$ cat src/rtl/core_pkg.sv
// Shared core constants and the write-port grant encoding used by the
// writeback arbiter.
package core_pkg;

    localparam int XLEN       = 32;
    localparam int REG_ADDR_W = 5;
    localparam int NUM_REGS   = 32;

    typedef enum logic [1:0] {
        GRANT_NONE,
        GRANT_PIPE,
        GRANT_LL,
        GRANT_LL_X0
    } grant_e;

endpackage

$ cat src/rtl/wb_port_arbiter_if.sv
// Writeback-side bundle of the port arbiter: pipeline W stage, long-latency
// issue/return, decode operand lookup and the register file write port.
interface wb_port_arbiter_if #(
    parameter int XLEN   = core_pkg::XLEN,
    parameter int ADDR_W = core_pkg::REG_ADDR_W
);
    logic              pipe_wb_valid;
    logic [ADDR_W-1:0] pipe_wb_addr;
    logic [XLEN-1:0]   pipe_wb_data;
    logic              pipe_stall;

    logic              ll_issue_valid;
    logic [ADDR_W-1:0] ll_issue_addr;
    logic              ll_wb_valid;
    logic              ll_wb_ready;
    logic [ADDR_W-1:0] ll_wb_addr;
    logic [XLEN-1:0]   ll_wb_data;

    logic [ADDR_W-1:0] dec_rs1_addr;
    logic [ADDR_W-1:0] dec_rs2_addr;
    logic [ADDR_W-1:0] dec_rd_addr;
    logic              hazard_stall;

    logic              rf_we;
    logic [ADDR_W-1:0] rf_wb_addr;
    logic [XLEN-1:0]   rf_wb_data;

    modport slave (
        input  pipe_wb_valid, pipe_wb_addr, pipe_wb_data,
        input  ll_issue_valid, ll_issue_addr,
        input  ll_wb_valid, ll_wb_addr, ll_wb_data,
        input  dec_rs1_addr, dec_rs2_addr, dec_rd_addr,
        output pipe_stall, ll_wb_ready, hazard_stall,
        output rf_we, rf_wb_addr, rf_wb_data
    );

    modport master (
        output pipe_wb_valid, pipe_wb_addr, pipe_wb_data,
        output ll_issue_valid, ll_issue_addr,
        output ll_wb_valid, ll_wb_addr, ll_wb_data,
        output dec_rs1_addr, dec_rs2_addr, dec_rd_addr,
        input  pipe_stall, ll_wb_ready, hazard_stall,
        input  rf_we, rf_wb_addr, rf_wb_data
    );

endinterface

$ cat src/rtl/rf_scoreboard.sv
// One pending bit per architectural register for outstanding long-latency
// destinations; x0 is never pending.
module rf_scoreboard #(
    parameter int ADDR_W = core_pkg::REG_ADDR_W
) (
    input  logic              clk,
    input  logic              reset,
    input  logic              set_en,
    input  logic [ADDR_W-1:0] set_addr,
    input  logic              clr_en,
    input  logic [ADDR_W-1:0] clr_addr,
    input  logic [ADDR_W-1:0] rs1_addr,
    input  logic [ADDR_W-1:0] rs2_addr,
    input  logic [ADDR_W-1:0] rd_addr,
    output logic              rs1_pending,
    output logic              rs2_pending,
    output logic              rd_pending
);
    localparam int N_ENTRIES = 1 << ADDR_W;

    logic [N_ENTRIES-1:0] pending_q;
    logic [N_ENTRIES-1:0] pending_d;

    // Set is applied after clear so a same-cycle issue to the returning
    // register keeps it pending.
    always_comb begin
        // NOTE: start from the held value so every path assigns pending_d and no latch is inferred.
        pending_d = pending_q;
        if (clr_en) pending_d[clr_addr] = 1'b0;
        if (set_en) pending_d[set_addr] = 1'b1;
        pending_d[0] = 1'b0;
    end

    // NOTE: this is a small flop array, not a RAM, so it takes the async reset like any other state.
    always_ff @(posedge clk or posedge reset) begin
        if (reset) pending_q <= '0;
        else       pending_q <= pending_d;
    end

    assign rs1_pending = pending_q[rs1_addr];
    assign rs2_pending = pending_q[rs2_addr];
    assign rd_pending  = pending_q[rd_addr];

endmodule

$ cat src/rtl/wb_port_arbiter.sv
// Shares the single register-file write port between the pipeline W stage and
// a long-latency unit, with starvation forcing and decode hazard stall.
module wb_port_arbiter #(
    parameter int XLEN       = core_pkg::XLEN,
    parameter int ADDR_W     = core_pkg::REG_ADDR_W,
    parameter int STARVE_MAX = 4
) (
    input logic              clk,
    input logic              reset,
    wb_port_arbiter_if.slave bus
);
    import core_pkg::*;

    localparam int               CNT_W   = $clog2(STARVE_MAX + 1);
    localparam logic [CNT_W-1:0] CNT_MAX = CNT_W'(STARVE_MAX);

    grant_e            grant;
    logic              pipe_req;
    logic              ll_req;
    logic              ll_x0;
    logic              force_ll;
    logic              ll_ready;
    logic              ll_hs;
    logic [CNT_W-1:0]  starve_cnt;
    logic [ADDR_W-1:0] wr_addr;
    logic [XLEN-1:0]   wr_data;
    logic              rs1_pending;
    logic              rs2_pending;
    logic              rd_pending;

    always_comb begin
        pipe_req = bus.pipe_wb_valid && (bus.pipe_wb_addr != '0);
        ll_req   = bus.ll_wb_valid && (bus.ll_wb_addr != '0);
        ll_x0    = bus.ll_wb_valid && (bus.ll_wb_addr == '0);
        force_ll = (starve_cnt == CNT_MAX);

        // An x0 result never uses the port, so the pipeline can still win.
        grant = GRANT_NONE;
        if (ll_x0 && !pipe_req)                  grant = GRANT_LL_X0;
        else if (pipe_req && !(force_ll && ll_req)) grant = GRANT_PIPE;
        else if (ll_req)                         grant = GRANT_LL;
    end

    assign ll_ready = !reset && (ll_x0 || (grant == GRANT_LL));
    assign ll_hs    = bus.ll_wb_valid && ll_ready;
    assign wr_addr  = (grant == GRANT_LL) ? bus.ll_wb_addr : bus.pipe_wb_addr;
    assign wr_data  = (grant == GRANT_LL) ? bus.ll_wb_data : bus.pipe_wb_data;

    assign bus.ll_wb_ready  = ll_ready;
    assign bus.rf_we        = !reset && ((grant == GRANT_PIPE) || (grant == GRANT_LL));
    assign bus.rf_wb_addr   = wr_addr;
    assign bus.rf_wb_data   = wr_data;
    assign bus.pipe_stall   = !reset && pipe_req && (grant == GRANT_LL);
    assign bus.hazard_stall = !reset && (rs1_pending || rs2_pending || rd_pending);

    // Counts cycles a valid result has waited; saturates at the force level.
    always_ff @(posedge clk or posedge reset) begin
        // NOTE: sequential state uses <= so every flop samples pre-edge values.
        if (reset)                           starve_cnt <= '0;
        else if (!bus.ll_wb_valid || ll_hs)  starve_cnt <= '0;
        else if (starve_cnt != CNT_MAX)      starve_cnt <= starve_cnt + 1'b1;
    end

    rf_scoreboard #(.ADDR_W(ADDR_W)) u_scoreboard (
        .clk         (clk),
        .reset       (reset),
        .set_en      (bus.ll_issue_valid && (bus.ll_issue_addr != '0)),
        .set_addr    (bus.ll_issue_addr),
        .clr_en      (ll_hs),
        .clr_addr    (bus.ll_wb_addr),
        .rs1_addr    (bus.dec_rs1_addr),
        .rs2_addr    (bus.dec_rs2_addr),
        .rd_addr     (bus.dec_rd_addr),
        .rs1_pending (rs1_pending),
        .rs2_pending (rs2_pending),
        .rd_pending  (rd_pending)
    );

endmodule

$ cat src/flat_wrapper.sv
// flat-port wrapper written by rule: the top's interface ports become plain ports
module wb_port_arbiter_flat import core_pkg::*;
#(
    parameter int XLEN       = core_pkg::XLEN,
    parameter int ADDR_W     = core_pkg::REG_ADDR_W,
    parameter int STARVE_MAX = 4
)
  (clk, reset, bus_pipe_wb_valid, bus_pipe_wb_addr, bus_pipe_wb_data, bus_ll_issue_valid, bus_ll_issue_addr, bus_ll_wb_valid, bus_ll_wb_addr, bus_ll_wb_data, bus_dec_rs1_addr, bus_dec_rs2_addr, bus_dec_rd_addr, bus_pipe_stall, bus_ll_wb_ready, bus_hazard_stall, bus_rf_we, bus_rf_wb_addr, bus_rf_wb_data);
  wb_port_arbiter_if #(.XLEN(XLEN), .ADDR_W(ADDR_W)) bus_i ();
  input logic clk;
  input logic reset;
  input wire logic [$bits(bus_i.pipe_wb_valid)-1:0] bus_pipe_wb_valid;
  input wire logic [$bits(bus_i.pipe_wb_addr)-1:0] bus_pipe_wb_addr;
  input wire logic [$bits(bus_i.pipe_wb_data)-1:0] bus_pipe_wb_data;
  input wire logic [$bits(bus_i.ll_issue_valid)-1:0] bus_ll_issue_valid;
  input wire logic [$bits(bus_i.ll_issue_addr)-1:0] bus_ll_issue_addr;
  input wire logic [$bits(bus_i.ll_wb_valid)-1:0] bus_ll_wb_valid;
  input wire logic [$bits(bus_i.ll_wb_addr)-1:0] bus_ll_wb_addr;
  input wire logic [$bits(bus_i.ll_wb_data)-1:0] bus_ll_wb_data;
  input wire logic [$bits(bus_i.dec_rs1_addr)-1:0] bus_dec_rs1_addr;
  input wire logic [$bits(bus_i.dec_rs2_addr)-1:0] bus_dec_rs2_addr;
  input wire logic [$bits(bus_i.dec_rd_addr)-1:0] bus_dec_rd_addr;
  output wire logic [$bits(bus_i.pipe_stall)-1:0] bus_pipe_stall;
  output wire logic [$bits(bus_i.ll_wb_ready)-1:0] bus_ll_wb_ready;
  output wire logic [$bits(bus_i.hazard_stall)-1:0] bus_hazard_stall;
  output wire logic [$bits(bus_i.rf_we)-1:0] bus_rf_we;
  output wire logic [$bits(bus_i.rf_wb_addr)-1:0] bus_rf_wb_addr;
  output wire logic [$bits(bus_i.rf_wb_data)-1:0] bus_rf_wb_data;
  assign bus_i.pipe_wb_valid = bus_pipe_wb_valid;
  assign bus_i.pipe_wb_addr = bus_pipe_wb_addr;
  assign bus_i.pipe_wb_data = bus_pipe_wb_data;
  assign bus_i.ll_issue_valid = bus_ll_issue_valid;
  assign bus_i.ll_issue_addr = bus_ll_issue_addr;
  assign bus_i.ll_wb_valid = bus_ll_wb_valid;
  assign bus_i.ll_wb_addr = bus_ll_wb_addr;
  assign bus_i.ll_wb_data = bus_ll_wb_data;
  assign bus_i.dec_rs1_addr = bus_dec_rs1_addr;
  assign bus_i.dec_rs2_addr = bus_dec_rs2_addr;
  assign bus_i.dec_rd_addr = bus_dec_rd_addr;
  assign bus_pipe_stall = bus_i.pipe_stall;
  assign bus_ll_wb_ready = bus_i.ll_wb_ready;
  assign bus_hazard_stall = bus_i.hazard_stall;
  assign bus_rf_we = bus_i.rf_we;
  assign bus_rf_wb_addr = bus_i.rf_wb_addr;
  assign bus_rf_wb_data = bus_i.rf_wb_data;
  wb_port_arbiter #(.XLEN(XLEN), .ADDR_W(ADDR_W), .STARVE_MAX(STARVE_MAX)) u_core (.clk(clk), .reset(reset), .bus(bus_i));
endmodule
$ cat config.mk
export PLATFORM = sky130hd
export DESIGN_NAME = wb_port_arbiter_flat
export DESIGN_NICKNAME = d
export VERILOG_FILES = /design/src/rtl/core_pkg.sv /design/src/rtl/wb_port_arbiter_if.sv /design/src/rtl/rf_scoreboard.sv /design/src/rtl/wb_port_arbiter.sv /design/src/flat_wrapper.sv
export SDC_FILE = /design/constraint.sdc
export NUM_CORES = 1
export LEC_CHECK = 0
export BUFFER_PORTS_ARGS = -buffer_cell sky130_fd_sc_hd__buf_2
export CAP_MARGIN = 20
export CORE_ASPECT_RATIO = 0.9
export CORE_MARGIN = 1
export CORE_UTILIZATION = 51
export CTS_CLUSTER_SIZE = 8
export DETAILED_ROUTE_END_ITERATION = 7
export GPL_TIMING_DRIVEN = 0
export PLACE_DENSITY = 0.87
export SYNTH_ARGS = -nofsm -noshare
export SYNTH_HDL_FRONTEND = slang
export SYNTH_HIERARCHICAL = 1
export SYNTH_SLANG_ARGS = --single-unit
$ cat constraint.sdc
create_clock -name clk -period 7.6 [get_ports clk]
set_input_delay 0.76 -clock clk [delete_from_list [all_inputs] [get_ports clk]]
set_output_delay 0.76 -clock clk [all_outputs]
set_load 0.005 [all_outputs]
==> reports/qor.csv <==
stage,metric,value,unit
outcome,status,"complete, no violations",
routing,dr.pass1.iters,5,
pwr,seqPwrFrac,43.1,%
clock_tree,clockRootBuffer,clkbuf_8,
setup_path,critPathBufInv,3,
pwr,p_leak,1.73,nW
setup_path,crit_path_start_kind,input pin,
placed_design,io_buffers,133,
clock_tree,clk_latency,290,ps
sta,worst_pin_slew,627,ps
pwr,power,0.640,mW
synthesis,yosysMostFrequentCell,o21ai_0,
layout,regArea,851,um2
sta,fmax,283,MHz
setup_path,cpMostUsedCell,buf_2,
layout,syn_to_final_growth,29.9,%
synthesis,synth_area,2910,um2
synthesis,ys_seq_elements,34,
floorplanning,die_w,81.7,um
pwr,power_density,169,nW/um2
layout,nFillCells,434,
floorplanning,coreArea,5380,um2
routing,ant_nets,0,
setup_path,crit_chain,"buf_2, or4_4, o21ai_2, o21a_1, ha_1, buf_2, mux2_2, buf_2",
setup_path,crit_path_end,bus_rf_wb_data[17],
routing,drt_iter0_drc,204,
global_routing,globalRouteTotalUtil,33.2,%
layout,num-nets-final,554,
layout,multiInputGateArea,1940,um2
synthesis,synth_top_area_share,29.2,%
clock_tree,clockBufferDepth,2,
pwr,vdd_ir_drop_max,0.000131,V
clock_tree,cts_buffers,5,
sta,setup_tns,0,ps
setup_path,ff2ff_path_depth,12,
setup_path,critPathMaxStageDelay,550,ps
sta,slew_viol_final,0,
synthesis,yosysUniqueCellTypes,33,
synthesis,synth_top_flop_cell,dfrtp_1,
pwr,p_int,0.414,mW
sta,timing.final.crit_share,46.5,%
floorplanning,io_pins,140,
run,drv_cap,0,
routing,drt-total-wl,9680,um
setup_path,critPathArrivalTime,2770,ps
floorplanning,die-area,6020,um2
setup_path,slowest_stage,or4_4,
setup_path,cp_top_family,simple AND/OR/NAND/NOR gates,
global_routing,grt_first_pass_wirelength,14600,um
layout,diodes,0,
setup_path,critPathKind,input pin to output pin,
global_routing,grt_pass1_vias,2987,
synthesis,synth_edf_count,0,
clock_tree,post_cts_resized,0,
synthesis,syn_nets,413,
global_routing,antenna_found_initial,0,
floorplanning,initial_core_util,54.1,%
clock_tree,cts_tree,built,
setup_path,end_kind,output pin,
synthesis,async_flop_share,100,%
sta,period_needed,3530,ps
sta,setup_violations,0,
clock_tree,hold_buffers,0,
pwr,p_comb_share,35.1,%
floorplanning,fp.dieH,73.7,um
routing,viasPerCell,6.21,
pwr,p_clk_share,21.9,%
synthesis,yosysTopAreaCell,dfrtp_1,
global_routing,grt_overflow,0,
global_routing,grt_max_degree,19,
clock_tree,path_clk_slew,70,ps
sta,slew-limit-headroom,58.2,%
placed_design,gp_congestion,0.883,
setup_path,timing.rr.start,u_core/starve_cnt[0],
setup_path,cp.depth,8,
clock_tree,cts_setup_buffers,0,
sta,final_hold_viol_count,0,
routing,drc,0,
setup_path,crit_start,bus_pipe_wb_addr[1],
synthesis,synth_common_cells,"o21ai_0, mux2_2, dfrtp_1, mux2i_1, nand3_1",
sta,fin_skew,3.98,ps
placed_design,dp_hpwl,7810,um
setup_path,r2r_slack,4620,ps
synthesis,synth_area_per_cell,9.37,um2
synthesis,synth-seq-area-share,29.2,%
setup_path,r2r_end,u_core/u_scoreboard/pending_q[16],
pwr,p_sw_share,35.3,%
synthesis,synth_area_leaders,"dfrtp_1, mux2_2, o21ai_0, mux2i_1, mux4_2",
clock_tree,cts-htree-levels,2,
synthesis,syn_inst,311,
setup_path,required,6840,ps
synthesis,yosysWarnings,6,
sta,rsz0062_at_grt,false,
routing,post_drt_wl_per_cell,18.6,um
setup_path,crit_fanout,10,
pwr,power_switching,0.226,mW
clock_tree,cts_num_sinks,34,
routing,vias,3227,
layout,drive_gt1_share,45.3,%
worst_hold_path,hold_path.class,input pin to asynchronous set/reset pin,
floorplanning,rows,25,
## registers in the layout, summed over array words and instances (netlist names)
register                       flops
u_core/starve_cnt                  3
u_core/u_scoreboard/pending_q     31
## stage by stage
stage | setup slack [ps] | cells | hold WS, ps | utilization [%] | area, um2
after floorplan | 4470 | 311 | 489 | - | 2910
after global placement | 4040 | 511 | 530 | 68.1 | 3660
after detailed placement | 3990 | 512 | 571 | 68.6 | 3690
after CTS | 4080 | 520 | 382 | 70.3 | 3780
after global routing | 3970 | 520 | 400 | 70.3 | 3780
final | 4070 | 520 | 393 | 70.3 | 3780
## kinds of logic (layout without fill, tap and decap cells)
| logic type | after synthesis | in the layout | share of synthesized area, % |
|---|---|---|---|
| multiplexers | 73 | 73 | 30.9 |
| XOR/XNOR | 1 | 1 | 0.301 |
| AND/OR/NAND/NOR | 82 | 82 | 15.5 |
| AO/OA/AOI/OAI | 96 | 96 | 18.5 |
| flip-flops | 34 | 34 | 29.2 |
| adder cells (fa/ha/maj) | 3 | 3 | 1.29 |
| buffers and inverters | 22 | 164 | 4.30 |
## power groups by stage
stage | Clock [mW] | Combinational, mW | Sequential (mW)
4_1_cts | 0.142 | 0.222 | 0.272
3_5_place_dp | 0 | 0.221 | 0.276
2_1_floorplan | 0 | 0.144 | 0.252
3_3_place_gp | 0 | 0.210 | 0.268
5_1_grt | 0.150 | 0.246 | 0.281
6_report | 0.140 | 0.224 | 0.275
## metal layers
metal,GRT usage [%],up-vias,part of all wire [%]
met4,11.5,0,1.8
met2,54.5,202,49
li1,-,1464,-
met5,0,-,0
met1,44.5,1538,40
met3,5.47,23,8.8
## worst min path at each step
stage,from,end,cells past startpoint
2_1_floorplan,u_core/u_scoreboard/pending_q[17],u_core/u_scoreboard/pending_q[17],2
3_3_place_gp,u_core/u_scoreboard/pending_q[23],u_core/u_scoreboard/pending_q[23],2
3_5_place_dp,u_core/u_scoreboard/pending_q[23],u_core/u_scoreboard/pending_q[23],2
4_1_cts,reset,u_core/starve_cnt[2],2
5_1_grt,reset,u_core/starve_cnt[2],2
6_report,reset,u_core/starve_cnt[1],2
## layout by cell type (no fill, tap or decap), drive strengths merged
cell type,count
nor2b,6
a21oi,13
xnor2,1
nand4,3
o2111ai,3
ha,3
mux4,9
nor3,5
nand3,18
clkinv,1
dfrtp,34
mux2,37
a211oi,3
nand3b,11
o21ai,64
buf,147
nand2,9
or4,2
nand2b,6
a22oi,6
nor2,16
or3,2
clkinvlp,1
a221o,1
inv,9
clkbuf,6
o21a,3
mux2i,27
o211ai,3
or3b,4
## worst register-to-register path, cell delays in order, from the launching register on
cell and delay, ps:
dfrtp_1 410, inv_1 70, ha_1 180, nand2_1 130, a21oi_1 150, o21a_1 130, ha_1 190, buf_2 260
a21oi_1 70, nor3_1 340, or3b_2 590, o21ai_0 210, o21ai_0 110
## area by class of cell
cell class | instances | area share (%)
multi-input combinational | 255 | 51.2
timing repair buffer | 134 | 18.3
clock inverter | 2 | 0.331
tap | 67 | 2.21
sequential | 34 | 22.5
clock buffer | 6 | 2.18
inverter | 9 | 0.893
buffer | 13 | 2.41
Note: power is estimated with default switching activity, not from simulation.
